`src/rtl/alu_issue_scheduler.sv`:
```
// Dual-lane ALU issue scheduler: grants lane A/B requests in split or unified mode,
// holds the issued fields for ALU_LAT cycles and pulses per-lane completion.
module alu_issue_scheduler #(
    parameter int unsigned ALU_LAT = 2,
    parameter int unsigned CNT_W   = 16
) (
    input  logic             clk,
    input  logic             rst,
    input  logic             flush,
    input  logic             a_valid,
    output logic             a_ready,
    input  logic [6:0]       a_opcode,
    input  logic [2:0]       a_funct3,
    input  logic [6:0]       a_funct7,
    input  logic             a_wide,
    input  logic             b_valid,
    output logic             b_ready,
    input  logic [6:0]       b_opcode,
    input  logic [2:0]       b_funct3,
    input  logic [6:0]       b_funct7,
    input  logic             b_wide,
    output logic             mode,
    output logic [6:0]       opcodeA,
    output logic [6:0]       opcodeB,
    output logic [2:0]       funct3A,
    output logic [2:0]       funct3B,
    output logic [6:0]       funct7A,
    output logic [6:0]       funct7B,
    output logic             res_a_valid,
    output logic             res_b_valid,
    output logic             busy,
    output logic [CNT_W-1:0] issue_cnt
);

    typedef enum logic {IDLE, BUSY} state_t;

    localparam logic [3:0] LAT_M1 = 4'(ALU_LAT - 1);

    state_t           state_q, state_d;
    logic [3:0]       left_q, left_d;
    logic             lane_a_q, lane_a_d;
    logic             lane_b_q, lane_b_d;
    logic             ptr_q, ptr_d;
    logic             mode_q, mode_d;
    logic [6:0]       opcode_a_q, opcode_a_d;
    logic [6:0]       opcode_b_q, opcode_b_d;
    logic [2:0]       funct3_a_q, funct3_a_d;
    logic [2:0]       funct3_b_q, funct3_b_d;
    logic [6:0]       funct7_a_q, funct7_a_d;
    logic [6:0]       funct7_b_q, funct7_b_d;
    logic             res_a_q, res_a_d;
    logic             res_b_q, res_b_d;
    logic [CNT_W-1:0] cnt_q, cnt_d;

    logic             both, conflict, grant_a, grant_b, can_issue;
    logic             acc_a, acc_b, unified;
    logic [CNT_W:0]   cnt_sum;

    always_comb begin
        both      = a_valid && b_valid;
        conflict  = both && (a_wide || b_wide);
        if (conflict) begin
            grant_a = !ptr_q;
            grant_b = ptr_q;
        end else begin
            grant_a = a_valid;
            grant_b = b_valid;
        end
        can_issue = (state_q == IDLE) && !flush && !rst;
        a_ready   = can_issue && grant_a;
        b_ready   = can_issue && grant_b;
        acc_a     = a_valid && a_ready;
        acc_b     = b_valid && b_ready;
        unified   = (acc_a ^ acc_b) && (acc_a ? a_wide : b_wide);
        cnt_sum   = {1'b0, cnt_q} + (CNT_W+1)'(acc_a) + (CNT_W+1)'(acc_b);
    end

    always_comb begin
        state_d    = state_q;
        left_d     = left_q;
        lane_a_d   = lane_a_q;
        lane_b_d   = lane_b_q;
        ptr_d      = ptr_q;
        mode_d     = mode_q;
        opcode_a_d = opcode_a_q;
        opcode_b_d = opcode_b_q;
        funct3_a_d = funct3_a_q;
        funct3_b_d = funct3_b_q;
        funct7_a_d = funct7_a_q;
        funct7_b_d = funct7_b_q;
        res_a_d    = 1'b0;
        res_b_d    = 1'b0;
        cnt_d      = cnt_q;
        case (state_q)
            IDLE: begin
                if (acc_a || acc_b) begin
                    state_d    = BUSY;
                    left_d     = LAT_M1;
                    lane_a_d   = acc_a;
                    lane_b_d   = acc_b;
                    ptr_d      = conflict ? !ptr_q : ptr_q;
                    cnt_d      = cnt_sum[CNT_W] ? '1 : cnt_sum[CNT_W-1:0];
                    mode_d     = unified;
                    opcode_a_d = '0;
                    opcode_b_d = '0;
                    funct3_a_d = '0;
                    funct3_b_d = '0;
                    funct7_a_d = '0;
                    funct7_b_d = '0;
                    // A unified op from lane B is steered onto the A ports.
                    if (unified && acc_b) begin
                        opcode_a_d = b_opcode;
                        funct3_a_d = b_funct3;
                        funct7_a_d = b_funct7;
                    end else begin
                        if (acc_a) begin
                            opcode_a_d = a_opcode;
                            funct3_a_d = a_funct3;
                            funct7_a_d = a_funct7;
                        end
                        if (acc_b) begin
                            opcode_b_d = b_opcode;
                            funct3_b_d = b_funct3;
                            funct7_b_d = b_funct7;
                        end
                    end
                    res_a_d = acc_a && (LAT_M1 == 4'd0);
                    res_b_d = acc_b && (LAT_M1 == 4'd0);
                end
            end
            BUSY: begin
                if (flush || left_q == 4'd0) begin
                    state_d    = IDLE;
                    left_d     = '0;
                    lane_a_d   = 1'b0;
                    lane_b_d   = 1'b0;
                    mode_d     = 1'b1;
                    opcode_a_d = '0;
                    opcode_b_d = '0;
                    funct3_a_d = '0;
                    funct3_b_d = '0;
                    funct7_a_d = '0;
                    funct7_b_d = '0;
                end else begin
                    left_d  = left_q - 4'd1;
                    res_a_d = lane_a_q && (left_q == 4'd1);
                    res_b_d = lane_b_q && (left_q == 4'd1);
                end
            end
            default: state_d = IDLE;
        endcase
    end

    always_ff @(posedge clk) begin
        if (rst) begin
            state_q    <= IDLE;
            left_q     <= '0;
            lane_a_q   <= 1'b0;
            lane_b_q   <= 1'b0;
            ptr_q      <= 1'b0;
            mode_q     <= 1'b1;
            opcode_a_q <= '0;
            opcode_b_q <= '0;
            funct3_a_q <= '0;
            funct3_b_q <= '0;
            funct7_a_q <= '0;
            funct7_b_q <= '0;
            res_a_q    <= 1'b0;
            res_b_q    <= 1'b0;
            cnt_q      <= '0;
        end else begin
            state_q    <= state_d;
            left_q     <= left_d;
            lane_a_q   <= lane_a_d;
            lane_b_q   <= lane_b_d;
            ptr_q      <= ptr_d;
            mode_q     <= mode_d;
            opcode_a_q <= opcode_a_d;
            opcode_b_q <= opcode_b_d;
            funct3_a_q <= funct3_a_d;
            funct3_b_q <= funct3_b_d;
            funct7_a_q <= funct7_a_d;
            funct7_b_q <= funct7_b_d;
            res_a_q    <= res_a_d;
            res_b_q    <= res_b_d;
            cnt_q      <= cnt_d;
        end
    end

    always_comb begin
        mode        = mode_q;
        opcodeA     = opcode_a_q;
        opcodeB     = opcode_b_q;
        funct3A     = funct3_a_q;
        funct3B     = funct3_b_q;
        funct7A     = funct7_a_q;
        funct7B     = funct7_b_q;
        res_a_valid = res_a_q;
        res_b_valid = res_b_q;
        busy        = (state_q == BUSY);
        issue_cnt   = cnt_q;
    end

endmodule

```
`config.mk`:
```
export PLATFORM = sky130hd
export DESIGN_NAME = alu_issue_scheduler
export DESIGN_NICKNAME = d
export VERILOG_FILES = /design/src/rtl/alu_issue_scheduler.sv
export SDC_FILE = /design/constraint.sdc
export NUM_CORES = 1
export LEC_CHECK = 0
export ABC_CLOCK_PERIOD_IN_PS = 7110
export CORE_ASPECT_RATIO = 1.25
export CORE_MARGIN = 3
export CORE_UTILIZATION = 48
export CTS_CLUSTER_DIAMETER = 40
export CTS_CLUSTER_SIZE = 24
export DETAILED_ROUTE_END_ITERATION = 8
export PLACE_DENSITY = 0.85
export SYNTH_ARGS = -nofsm -noshare
export SYNTH_HDL_FRONTEND = slang
export SYNTH_SLANG_ARGS = --single-unit
```
`constraint.sdc`:
```
create_clock -name clk -period 7.11 [get_ports clk]
set_input_delay 1.0665 -clock clk [delete_from_list [all_inputs] [get_ports clk]]
set_output_delay 1.0665 -clock clk [all_outputs]
set_load 0.05 [all_outputs]
```
* After elaboration in Yosys (flattened, before gate mapping) *
Index checks and enable logic that the tools add are counted.

word-level totals
  output and inout port bits = 56
  word-level logic and storage cells = 93
  register bits = 61
  bits of input ports = 41

cells by class
  equality and inequality tests = 3
  reduce and logical (&&, ||, !) cells = 22
  muxes and demuxes = 48
  add/subtract/negate cells = 3
  bitwise logic cells = 2

operators by type and width
  operator               number
  $mux W7                13
  $pmux W7 S2            4
  $mux W3                7
  $add A16 B1 Y17        1
  $add A17 B1 Y17        1
  $mux W16               1
  $logic_and A1 B1 Y1    12
  $mux W1                12
  $pmux W1 S2            6
  $pmux W3 S2            2
  $mux W4                2
  $pmux W4 S2            1
  $eq A4 B1 Y1 const B   1
  $logic_not A4 Y1       1
  $ne A2 B1 Y1 const B   2
  $reduce_and A2 Y1      2
  $sub A4 B1 Y4 const B  1
  $logic_not A1 Y1       3
  $logic_or A1 B1 Y1     3
  $reduce_and A3 Y1      1
  $not A1 Y1             1
  $xor A1 B1 Y1          1

* Depth between registers and ports, before layout *
Gate-level depths: netlist of the first run.

  word-level depth = 11
  gate-level depth with buffers = 11

* Worst setup path after synthesis of the first run *
No wires, ideal clock.

  kind = input -> register
  start point = input port flush
  end point = register cnt_q[14] (netlist: issue_cnt[14])
  data arrival time = 3.507 ns
  data required time = 6.958 ns
  cell stages on the path = 10
  path slack = 3.451 ns
  setup time = 0.152 ns
  buffers on the path = 0
  cell sequence = nor4b_4 -> o21a_1 -> inv_1 -> fa_1 -> inv_1 -> ha_1 -> nand4bb_1 -> nor4_1 -> nor2b_1 -> a211oi_1

on the way
  cells in the longest elaborated chain, start to end = 8
  elaborated cells on any way between the ends = 12
  classes of those cells = add/sub (2); mux (1); reduce/logical (9)

RTL lines
  element                               RTL line  text
  from (decl)                           9         input logic flush,
  $logic_not A1 Y1 (*)                  69        can_issue = (state_q == IDLE) && !flush && !rst;
  $logic_and A1 B1 Y1 (*) (2 in a row)  69
  $logic_and A1 B1 Y1 (*)               70        a_ready = can_issue && grant_a;
  via a_ready                           11        output logic a_ready,
  $logic_and A1 B1 Y1 (*)               72        acc_a = a_valid && a_ready;
  $add A16 B1 Y17                       75        cnt_sum = {1'b0, cnt_q} + (CNT_W+1)'(acc_a) + (CNT_W+1)'(acc_b);
  $add A17 B1 Y17                       75
  $mux W16                              102       cnt_d = cnt_sum[CNT_W] ? '1 : cnt_sum[CNT_W-1:0];
  to (signal assigned)                  186       cnt_q <= cnt_d;
  to (decl)                             53        logic [CNT_W-1:0] cnt_q, cnt_d;

Mark *: on every way through the listed nets, which the timed path passes. The rest lies on a longest branch.
A chain may end at the register's enable or synchronous reset.

* Worst setup path in the final report of the first run *
  start point = input port flush
  end point = output port a_ready

on the way
  cells in the longest elaborated chain, start to end = 4

RTL lines
  element                           RTL line
  $logic_not A1 Y1                  69
  $logic_and A1 B1 Y1 (2 in a row)  69
  $logic_and A1 B1 Y1               70
  to (decl)                         11

No other way between the ends.

==> results of run 1 <==
[power groups by stage]
stage / sequential, uW / clock, uW / combinational [uW]
after floorplan: 377 / 0 / 36.8
after global placement: 361 / 0 / 94.8
after detailed placement: 361 / 0 / 96.7
after CTS: 354 / 295 / 97.4
after global routing: 354 / 312 / 104
final: 354 / 290 / 96.8
[stage by stage]
step	instances	cell area, um2	total power, uW	hold WS (ns)
floorplan	281	2690	414	0.430
global placement	429	3660	456	0.435
detailed placement	429	3660	458	0.433
CTS	443	3840	746	0.453
global route	443	3840	770	0.483
finish	443	3840	741	0.451
[state kept, by name (all words and copies together) (netlist names)]
name,count
funct7A,7
opcodeA,7
funct7B,7
opcodeB,7
lane_b_q,1
busy,1
left_q,4
ptr_q,1
lane_a_q,1
res_a_valid,1
mode,1
funct3B,3
res_b_valid,1
issue_cnt,16
funct3A,3
[layout make-up]
| class | count | area [um2] | area share |
|---|---|---|---|
| clock buffers | 12 | 145 | 0.0378 |
| flip-flops and latches | 61 | 1220 | 0.318 |
| multi-input cells | 181 | 1290 | 0.335 |
| well taps | 62 | 77.6 | 0.0202 |
| clock inverters | 2 | 35.0 | 0.00912 |
| inverters | 27 | 101 | 0.0264 |
| repair buffers | 98 | 976 | 0.254 |
[layer usage]
| layer | vias to the layer above | wire length [um] |
|---|---|---|
| met3 | 11 | 673 |
| met4 | 0 | 125 |
| met1 | 1165 | 2810 |
| met5 | - | 0 |
| li1 | 1214 | - |
| met2 | 99 | 3440 |
[worst max-delay path: cells and delay by family]
family,cells,cell delay (ns)
AND/OR/NAND/NOR,1,0.47
AO/OA/AOI/OAI,1,0.21
buffers and inverters,2,1.41
[logic make-up (layout without fill, tap and decap cells)]
kind of cell,count (synthesis),count (layout)
fa+ha+maj,5,5
buf+inv,39,139
simple gates,78,78
mux,2,2
compound gates,87,87
flops,61,61
xor+xnor,9,9
[synth_stat cells, types with 3 or more instances]
library cell,number,area (um2)
a22oi_1,17,128
nor2_1,21,78.8
nor4_1,3,18.8
a22o_1,17,149
nor3_1,8,40.0
a21oi_1,10,50.1
a21o_1,3,22.5
o21ai_1,17,85.1
xnor2_1,8,70.1
nand3_1,5,25.0
nand4bb_1,3,33.8
o21ai_0,6,30.0
inv_1,26,97.6
nand4_1,5,31.3
ha_1,4,50.1
nand2_1,12,45.0
a31oi_1,3,18.8
dfxtp_1,61,1220
clkbuf_1,4,15.0
buf_2,4,20.0
a211oi_1,4,30.0
[final timing paths]
path,to,slack [ns]
max reg2reg,funct7B[3],3.99
max,a_ready,2.88
min reg2reg,mode,0.45
min,mode,0.45
==> flow_summary_export.csv, run 1 <==
group,metric,value,unit
cells_and_area,diodes,0,
power,p_int,558,uW
global_routing,grt_overflow,0,
critical_path,worstSetupPathType,"input port to output pin",
clock_tree,cts_root_buf,"clkbuf_8",
timing,worst_pin_slew,0.823,ns
critical_path,path_common_cell,"clkdlybuf4s50_1",
logic_synthesis,synth-edff-count,0,
clock_tree,htreeDepth,3,
timing,grt_setup_unrepaired,"no",
clock_tree,cts_buffers,9,
critical_path,timing.rr.start,"busy",
power,clockPowerShare,0.392,
clock_tree,post_cts_buffers,0,
logic_synthesis,syn-instance-count,281,
cells_and_area,final_cell_mix,"clkdlybuf4s50_1, dfxtp_1, inv_1, nor2_1",
logic_synthesis,ys_async_sr_fraction,0,
cells_and_area,fin_util,0.730,
placed_design,place_ws,2.85,ns
critical_path,critPathMaxFanout,6,
cells_and_area,mostFrequentLayoutCell,"clkdlybuf4s50_1",
timing,period_share,0.595,
global_routing,grt_max_degree,36,
outcome,status,"completed",
logic_synthesis,synth-xor-area-share,0.0293,
logic_synthesis,synthMuxAreaShare,0.00744,
job,maxCapViolCount,0,
clock_tree,cts_buffer_depth,2,
cells_and_area,n_fill_cell,379,
timing,setup_ws,2.88,ns
logic_synthesis,yosys_register_bits,61,
power,switching_share,0.246,
timing,max_freq,236,MHz
critical_path,startpoint_type,"input port",
logic_synthesis,ys.flop_type,"dfxtp_1",
logic_synthesis,ys_types,51,
clock_tree,clock_latency,0.34,ns
routing,drt_iter0_drc,124,
logic_synthesis,yosys_warnings,0,
logic_synthesis,avgSynthCellArea,9.57,um2
die,coreArea,5260,um2
placed_design,gp_congestion,0.821,
placed_design,io_buffers,96,
global_routing,track_usage,0.227,
critical_path,end_kind,"output pin",
routing,route.detailed.drc,0,
routing,vias_per_cell,5.62,
timing,finalMaxSlewViolations,0,
global_routing,grt_use_met1,0.257,
clock_tree,cts_tree,"built",
timing,finalClockSkew,0.00863,ns
logic_synthesis,syn-cell-area,2690,um2
cells_and_area,drive_above_1_share,0.0656,
global_routing,grt_busiest_layer,"met2",
hold_path,whs_path_depth,2,
global_routing,grt_pass1_vias,2552,
die,ios,97,
die,die_w,73.0,um
clock_tree,clock-sinks,61,
routing,drt-total-wl,7.05,mm
power,ir_worst_vdd,0.000134,V
timing,hold_violations,0,
critical_path,critPathLaunch,"flush",
hold_path,hp-start,"mode",
critical_path,cp_data_arrival_time,3.16,ns
critical_path,reg2reg_depth,8,
clock_tree,ctsHoldBuffers,0,
hold_path,hp-class,"register to register",
global_routing,use_met2,0.361,
timing,period_minus_slack,4.23,ns
critical_path,path_cells,"clkdlybuf4s50_1 > nor4b_4 > o21a_1 > clkdlybuf4s50_1",
logic_synthesis,synthSimpleGateAreaFrac,0.174,
die,die_h,89.7,um
clock_tree,clk_pin_slew,0.06,ns
routing,ant_nets,0,
critical_path,slowest_delay,0.82,ns
routing,wl_per_cell,15.9,um
die,die_area,6540,um2
timing,finalSetupTns,0,ns
critical_path,crit_required,6.04,ns
logic_synthesis,synth_nets,327,
placed_design,dp_hpwl,5.07,mm
global_routing,met3_usage,0.115,
power,seq_power_share,0.477,
die,start_util,0.511,
timing,relSlewSlack,0.450,
power,combPwrFrac,0.131,
power,power_switching,183,uW
power,p_per_area,193,nW/um2
clock_tree,ctsResizeCount,0,
cells_and_area,nets,424,
critical_path,critPathSlowestCell,"clkdlybuf4s50_1",
die,rows,29,
timing,setup-violations-final,0,
logic_synthesis,synth_compound_area_frac,0.241,
global_routing,antenna_found_initial,0,
logic_synthesis,synth-adder-area-share,0.0260,
power,p_leak,0.00140,uW
cells_and_area,syn2layout_area_growth,42.8,%
routing,first_pass_iters,4,
logic_synthesis,yosysSeqAreaShare,0.454,
logic_synthesis,synth_top_family_by_area,"compound AO/OA/AOI/OAI gates",
global_routing,grt_pass1_wl,11.7,mm
routing,vias,2489,
Power figures use the tool's default switching activity.
==> inputs of run 2 (changes only) <==
==> config.mk (replaced) <==
export PLATFORM = sky130hd
export DESIGN_NAME = alu_issue_scheduler
export DESIGN_NICKNAME = d
export VERILOG_FILES = /design/src/rtl/alu_issue_scheduler.sv
export SDC_FILE = /design/constraint.sdc
export NUM_CORES = 1
export LEC_CHECK = 0
export ABC_CLOCK_PERIOD_IN_PS = 3800
export CORE_ASPECT_RATIO = 1.25
export CORE_MARGIN = 3
export CORE_UTILIZATION = 40
export CTS_CLUSTER_DIAMETER = 40
export CTS_CLUSTER_SIZE = 24
export DETAILED_ROUTE_END_ITERATION = 8
export PLACE_DENSITY = 0.76
export SYNTH_ARGS = -nofsm -noshare
export SYNTH_HDL_FRONTEND = slang
export SYNTH_SLANG_ARGS = --single-unit
==> constraint.sdc (replaced) <==
create_clock -name clk -period 3.8 [get_ports clk]
set_input_delay 0.57 -clock clk [delete_from_list [all_inputs] [get_ports clk]]
set_output_delay 0.57 -clock clk [all_outputs]
set_load 0.05 [all_outputs]
==> run 2 against run 1 <==
Compared with the run above: design area up 1.6%; core utilization decreased by 11 points; sequential power rose by 87%; first-iteration DRC count decreased by 15%; clock skew shrank 0.0010 ns; via count about the same; total power grew 88%; combinational power is 88% higher; non-clock buffer count is 5 higher; critical path depth rose by 7; sequential share of layout area down 0.50 points; worst setup slack worse by 2.3 ns.
==> flow_summary_export.csv, run 2 (synthesis results as in run 1) <==
group,metric,value,unit
clock_tree,clock-sinks,61,
critical_path,startpoint_type,"input port",
global_routing,antenna_found_initial,0,
routing,wl_per_cell,15.3,um
routing,drt-total-wl,7.21,mm
die,rows,32,
placed_design,gp_congestion,0.802,
global_routing,grt_pass1_wl,11.7,mm
timing,worst_pin_slew,0.673,ns
power,p_per_area,357,nW/um2
clock_tree,ctsResizeCount,0,
timing,setup_ws,0.534,ns
cells_and_area,drive_above_1_share,0.0829,
clock_tree,cts_buffers,9,
routing,vias,2491,
cells_and_area,fin_util,0.617,
die,die_w,79.4,um
critical_path,crit_family,"simple AND/OR/NAND/NOR gates",
timing,finalMaxSlewViolations,0,
critical_path,critPathBufInv,3,
critical_path,critPathSlowestCell,"clkdlybuf4s50_1",
die,start_util,0.425,
routing,vias_per_cell,5.29,
global_routing,grt_max_degree,36,
outcome,status,"completed",
routing,first_pass_iters,5,
hold_path,hp-class,"register to register",
cells_and_area,syn2layout_area_growth,45.1,%
clock_tree,clock_latency,0.33,ns
routing,route.detailed.drc,0,
die,die_h,97.7,um
placed_design,io_buffers,96,
die,coreArea,6330,um2
critical_path,crit_required,4.01,ns
cells_and_area,layout.cells.non_filler,471,
clock_tree,cts_root_buf,"clkbuf_8",
critical_path,end_kind,"register",
placed_design,place_ws,0.208,ns
timing,setup-violations-final,0,
cells_and_area,diodes,0,
job,maxCapViolCount,0,
clock_tree,clk_pin_slew,0.07,ns
timing,max_freq,306,MHz
timing,finalClockSkew,0.00759,ns
global_routing,track_usage,0.190,
critical_path,slowest_delay,0.60,ns
power,ir_worst_vdd,0.000194,V
die,die_area,7750,um2
die,ios,97,
global_routing,grt_pass1_vias,2453,
global_routing,grt_overflow,0,
clock_tree,post_cts_buffers,0,
clock_tree,htreeDepth,3,
clock_tree,ctsHoldBuffers,0,
cells_and_area,largest_register_ff_count,16,
cells_and_area,nets,429,
cells_and_area,mostFrequentLayoutCell,"clkdlybuf4s50_1",
placed_design,dp.cells,457,
critical_path,critPathMaxFanout,7,
timing,relSlewSlack,0.551,
timing,finalSetupTns,0,ns
critical_path,cp_data_arrival_time,3.48,ns
routing,drt_iter0_drc,106,
placed_design,dp_hpwl,5.29,mm
routing,ant_nets,0,
critical_path,path_cells,"clkdlybuf4s50_1 > nor4b_4 > o31a_4 > inv_2 > fa_1 > inv_1 > ha_1 > nand4bb_1 > nor4_1 > nor2b_1 > a211oi_1",
power,p_leak,0.00143,uW
clock_tree,cts_buffer_depth,2,
timing,grt_setup_unrepaired,"no",
timing,period_minus_slack,3.27,ns
clock_tree,cts_tree,"built",
critical_path,worstSetupPathType,"input port to register",
timing,period_share,0.860,
timing,hold_violations,0,
cells_and_area,final_cell_mix,"clkdlybuf4s50_1, dfxtp_1, inv_1, nor2_1",
## run 2: changes by cell type in the layout (fill, tap and decap cells not counted), sizes merged
cell	before	now
clkdlybuf4s50	96	94
buf	2	9
## run 2: layout make-up
cell class	count	area, um2
fill	562	2420
tap	85	106
multi-input combinational	181	1290
inverter	27	101
timing repair buffer	103	1010
clock buffer	12	145
clock inverter	2	35.0
sequential	61	1220
## run 2: through the flow
step,hold slack (ns),power (uW),instance area (um2)
6_report,0.466,1390,3900
4_1_cts,0.467,1400,3900
3_3_place_gp,0.441,856,3720
2_1_floorplan,0.430,774,2690
3_5_place_dp,0.448,858,3720
5_1_grt,0.472,1440,3900
## run 2: final timing paths
path / slack [ns] / startpoint / endpoint / cells after the start
max: 0.53 / flush / issue_cnt[14] / 11
min reg2reg: 0.47 / mode / mode / 2
min: 0.47 / mode / mode / 2
max reg2reg: 0.87 / busy / issue_cnt[14] / 10
## run 2: routing by layer
layer | up-vias | wire, um | track usage
met5 | - | 0 | 0
met4 | 0 | 57 | 0.0556
met1 | 1166 | 2860 | 0.212
li1 | 1232 | - | -
met2 | 89 | 3530 | 0.311
met3 | 4 | 755 | 0.102
## run 2: power by group
group	switching [uW]	internal [uW]
Sequential	10.9	651
Clock	235	313
Combinational	100	82.0
Total	346	1050
## run 2: tightest hold or removal path, cell delays in order, from the launching register on
cell,delay (ns)
dfxtp_1,0.31
inv_1,0.05
a32oi_1,0.05
==> inputs of run 3 (changes only) <==
--- a/config.mk
+++ b/config.mk
@@ -5,14 +5,17 @@
 export SDC_FILE = /design/constraint.sdc
 export NUM_CORES = 1
 export LEC_CHECK = 0
+export ABC_AREA = 1
 export ABC_CLOCK_PERIOD_IN_PS = 3800
+export CAP_MARGIN = 20
 export CORE_ASPECT_RATIO = 1.25
 export CORE_MARGIN = 3
-export CORE_UTILIZATION = 40
+export CORE_UTILIZATION = 42
 export CTS_CLUSTER_DIAMETER = 40
 export CTS_CLUSTER_SIZE = 24
 export DETAILED_ROUTE_END_ITERATION = 8
-export PLACE_DENSITY = 0.76
+export PLACE_DENSITY = 0.77
+export REMOVE_ABC_BUFFERS = 1
 export SYNTH_ARGS = -nofsm -noshare
 export SYNTH_HDL_FRONTEND = slang
 export SYNTH_SLANG_ARGS = --single-unit
==> run 3 against run 2 <==
Compared with the run above: critical path depth shrank 5; first-iteration DRC count grew 100%; clock skew up 0.00057 ns; sequential power decreased by 0.8%; maximum frequency is 5.7% higher; design area up 6.5%; count of clock-buffer cells in the layout decreased by 2; synthesized cell count grew 50%; global-route usage up 2.1 points; synthesized area grew 11%; routed wire length increased by 15%; worst hold slack worse by 0.0013 ns.
==> flow_summary_export.csv, run 3 <==
group,metric,value,unit
routing,wl_per_cell,13.7,um
critical_path,startpoint_type,"input port",
clock_tree,ctsResizeCount,0,
global_routing,antenna_found_initial,0,
die,die_area,8190,um2
outcome,status,"completed",
clock_tree,ctsHoldBuffers,0,
logic_synthesis,yosysTopAreaCell,"dfxtp_1",
global_routing,track_usage,0.211,
die,coreArea,6730,um2
timing,relSlewSlack,0.641,
clock_tree,cts_buffers,9,
critical_path,worstSetupPathType,"input port to output pin",
clock_tree,clock_latency,0.34,ns
die,ios,97,
cells_and_area,syn2layout_area_growth,38.7,%
clock_tree,htreeDepth,3,
timing,setup-violations-final,0,
routing,vias,3104,
placed_design,dpl-instance-area,3990,um2
clock_tree,cts_buffer_depth,2,
placed_design,io_buffers,96,
logic_synthesis,synth_top_area_frac,0.408,
logic_synthesis,ys.flop_type,"dfxtp_1",
logic_synthesis,yosys-top-cells-area,"dfxtp_1, nand2_1, a21oi_1, inv_1, nand4_1",
placed_design,dp_hpwl,5.73,mm
timing,max_freq,324,MHz
global_routing,grt_pass1_vias,3021,
die,die_w,81.6,um
logic_synthesis,yosys_register_bits,61,
routing,route.detailed.drc,0,
logic_synthesis,avgSynthCellArea,7.12,um2
logic_synthesis,post-synth-top-count-cell,"nand2_1",
global_routing,grt_max_degree,51,
power,ir_worst_vdd,0.000271,V
cells_and_area,largest_register_ff_count,16,
power,finalPower,1350,uW
clock_tree,post_cts_buffers,0,
logic_synthesis,yosysSeqAreaShare,0.408,
critical_path,critPathMaxFanout,19,
cells_and_area,drive_above_1_share,0.0851,
logic_synthesis,synth-edff-count,0,
clock_tree,clk_pin_slew,0.07,ns
timing,finalClockSkew,0.00816,ns
cells_and_area,mostFrequentLayoutCell,"nand2_1",
logic_synthesis,syn-cell-area,3000,um2
die,start_util,0.445,
timing,hold_violations,0,
clock_tree,cts_tree,"built",
global_routing,grt_overflow,0,
cells_and_area,final_cell_mix,"nand2_1, clkdlybuf4s50_1, dfxtp_1, a21oi_1, inv_1",
timing,finalMaxSlewViolations,0,
cells_and_area,diodes,0,
critical_path,cp_data_arrival_time,2.52,ns
placed_design,gp_congestion,0.836,
logic_synthesis,ys_types,35,
die,die_h,100,um
logic_synthesis,ys_async_sr_fraction,0,
critical_path,end_kind,"output pin",
clock_tree,clock-sinks,61,
job,maxCapViolCount,0,
cells_and_area,fin_util,0.618,
logic_synthesis,syn-instance-count,421,
routing,ant_nets,0,
timing,worst_pin_slew,0.537,ns
power,p_per_area,326,nW/um2
timing,finalSetupTns,0,ns
routing,first_pass_iters,5,
logic_synthesis,ys_top_cells_by_count,"nand2_1, dfxtp_1, a21oi_1, inv_1, nand3_1",
die,rows,33,
routing,drt-total-wl,8.29,mm
timing,grt_setup_unrepaired,"no",
timing,period_share,0.813,
cells_and_area,stdcell_area,4160,um2
critical_path,crit_required,3.23,ns
global_routing,grt_pass1_wl,13.6,mm
cells_and_area,nets,559,
hold_path,hp-class,"register to register",
power,p_leak,0.00166,uW
routing,drt_iter0_drc,214,
routing,vias_per_cell,5.14,
clock_tree,cts_root_buf,"clkbuf_8",
timing,period_minus_slack,3.09,ns
logic_synthesis,yosys_warnings,0,
## run 3: changes by cell type after synthesis, sizes merged, moves of 10 or more
cell   before  now
nand3       5   27
nand4       5   23
a22o       17    0
inv        27   52
nand2      12  128
a21oi      10   51
o21ai      23   13
a22oi      17    0
## run 3: kinds of logic (layout without fill, tap and decap cells)
kind of cell    count (synthesis)  count (layout)  synth area share
xor+xnor                        8               8            0.0234
compound gates                 70              70             0.122
flops                          61              61             0.408
buf+inv                        75             171             0.108
fa+ha+maj                       5               5            0.0234
simple gates                  202             202             0.316
## run 3: final timing paths
| path | start | to | slack, ns | cells after the start |
|---|---|---|---|---|
| hold reg to reg | funct7A[0] | funct7A[0] | 0.46 | 2 |
| setup reg to reg | busy | issue_cnt[13] | 1.32 | 15 |
| hold / removal | funct7A[0] | funct7A[0] | 0.46 | 2 |
| setup / recovery | flush | b_ready | 0.71 | 6 |
## run 3: area by class of cell
class | count | area [um2]
clock buffer | 10 | 138
clock inverter | 5 | 27.5
fill | 596 | 2570
inverter | 54 | 204
multi-input combinational | 285 | 1460
sequential | 61 | 1220
tap | 87 | 109
timing repair buffer | 102 | 1000
## run 3: power breakdown
part / switching (uW) / leakage (uW) / internal [uW]
logic: 122 / 0.00108 / 76.5
registers: 7.60 / 0.000493 / 650
clock network: 253 / 0.0000877 / 246
## run 3: routing by layer
layer,vias up,track usage,wire [um],share of wire
li1,1551,-,-,-
met4,0,0.0780,91,0.011
met3,10,0.0422,624,0.075
met2,109,0.352,3930,0.47
met5,-,0,0,0
met1,1434,0.265,3640,0.44
## run 3: per-stage QoR
| stage | cells | hold slack, ns | setup WS, ns |
|---|---|---|---|
| floorplan | 400 | 0.439 | -0.321 |
| global placement | 589 | 0.452 | 0.709 |
| detailed placement | 589 | 0.455 | 0.641 |
| CTS | 604 | 0.465 | 0.710 |
| global route | 604 | 0.478 | 0.629 |
| finish | 604 | 0.465 | 0.710 |
## run 3: critical path: stages
cell             delay [ns]
clkdlybuf4s50_1        0.46
nor2_4                 0.13
nand3_1                0.09
a21oi_2                0.13
buf_4                  0.28
clkdlybuf4s50_1        0.85
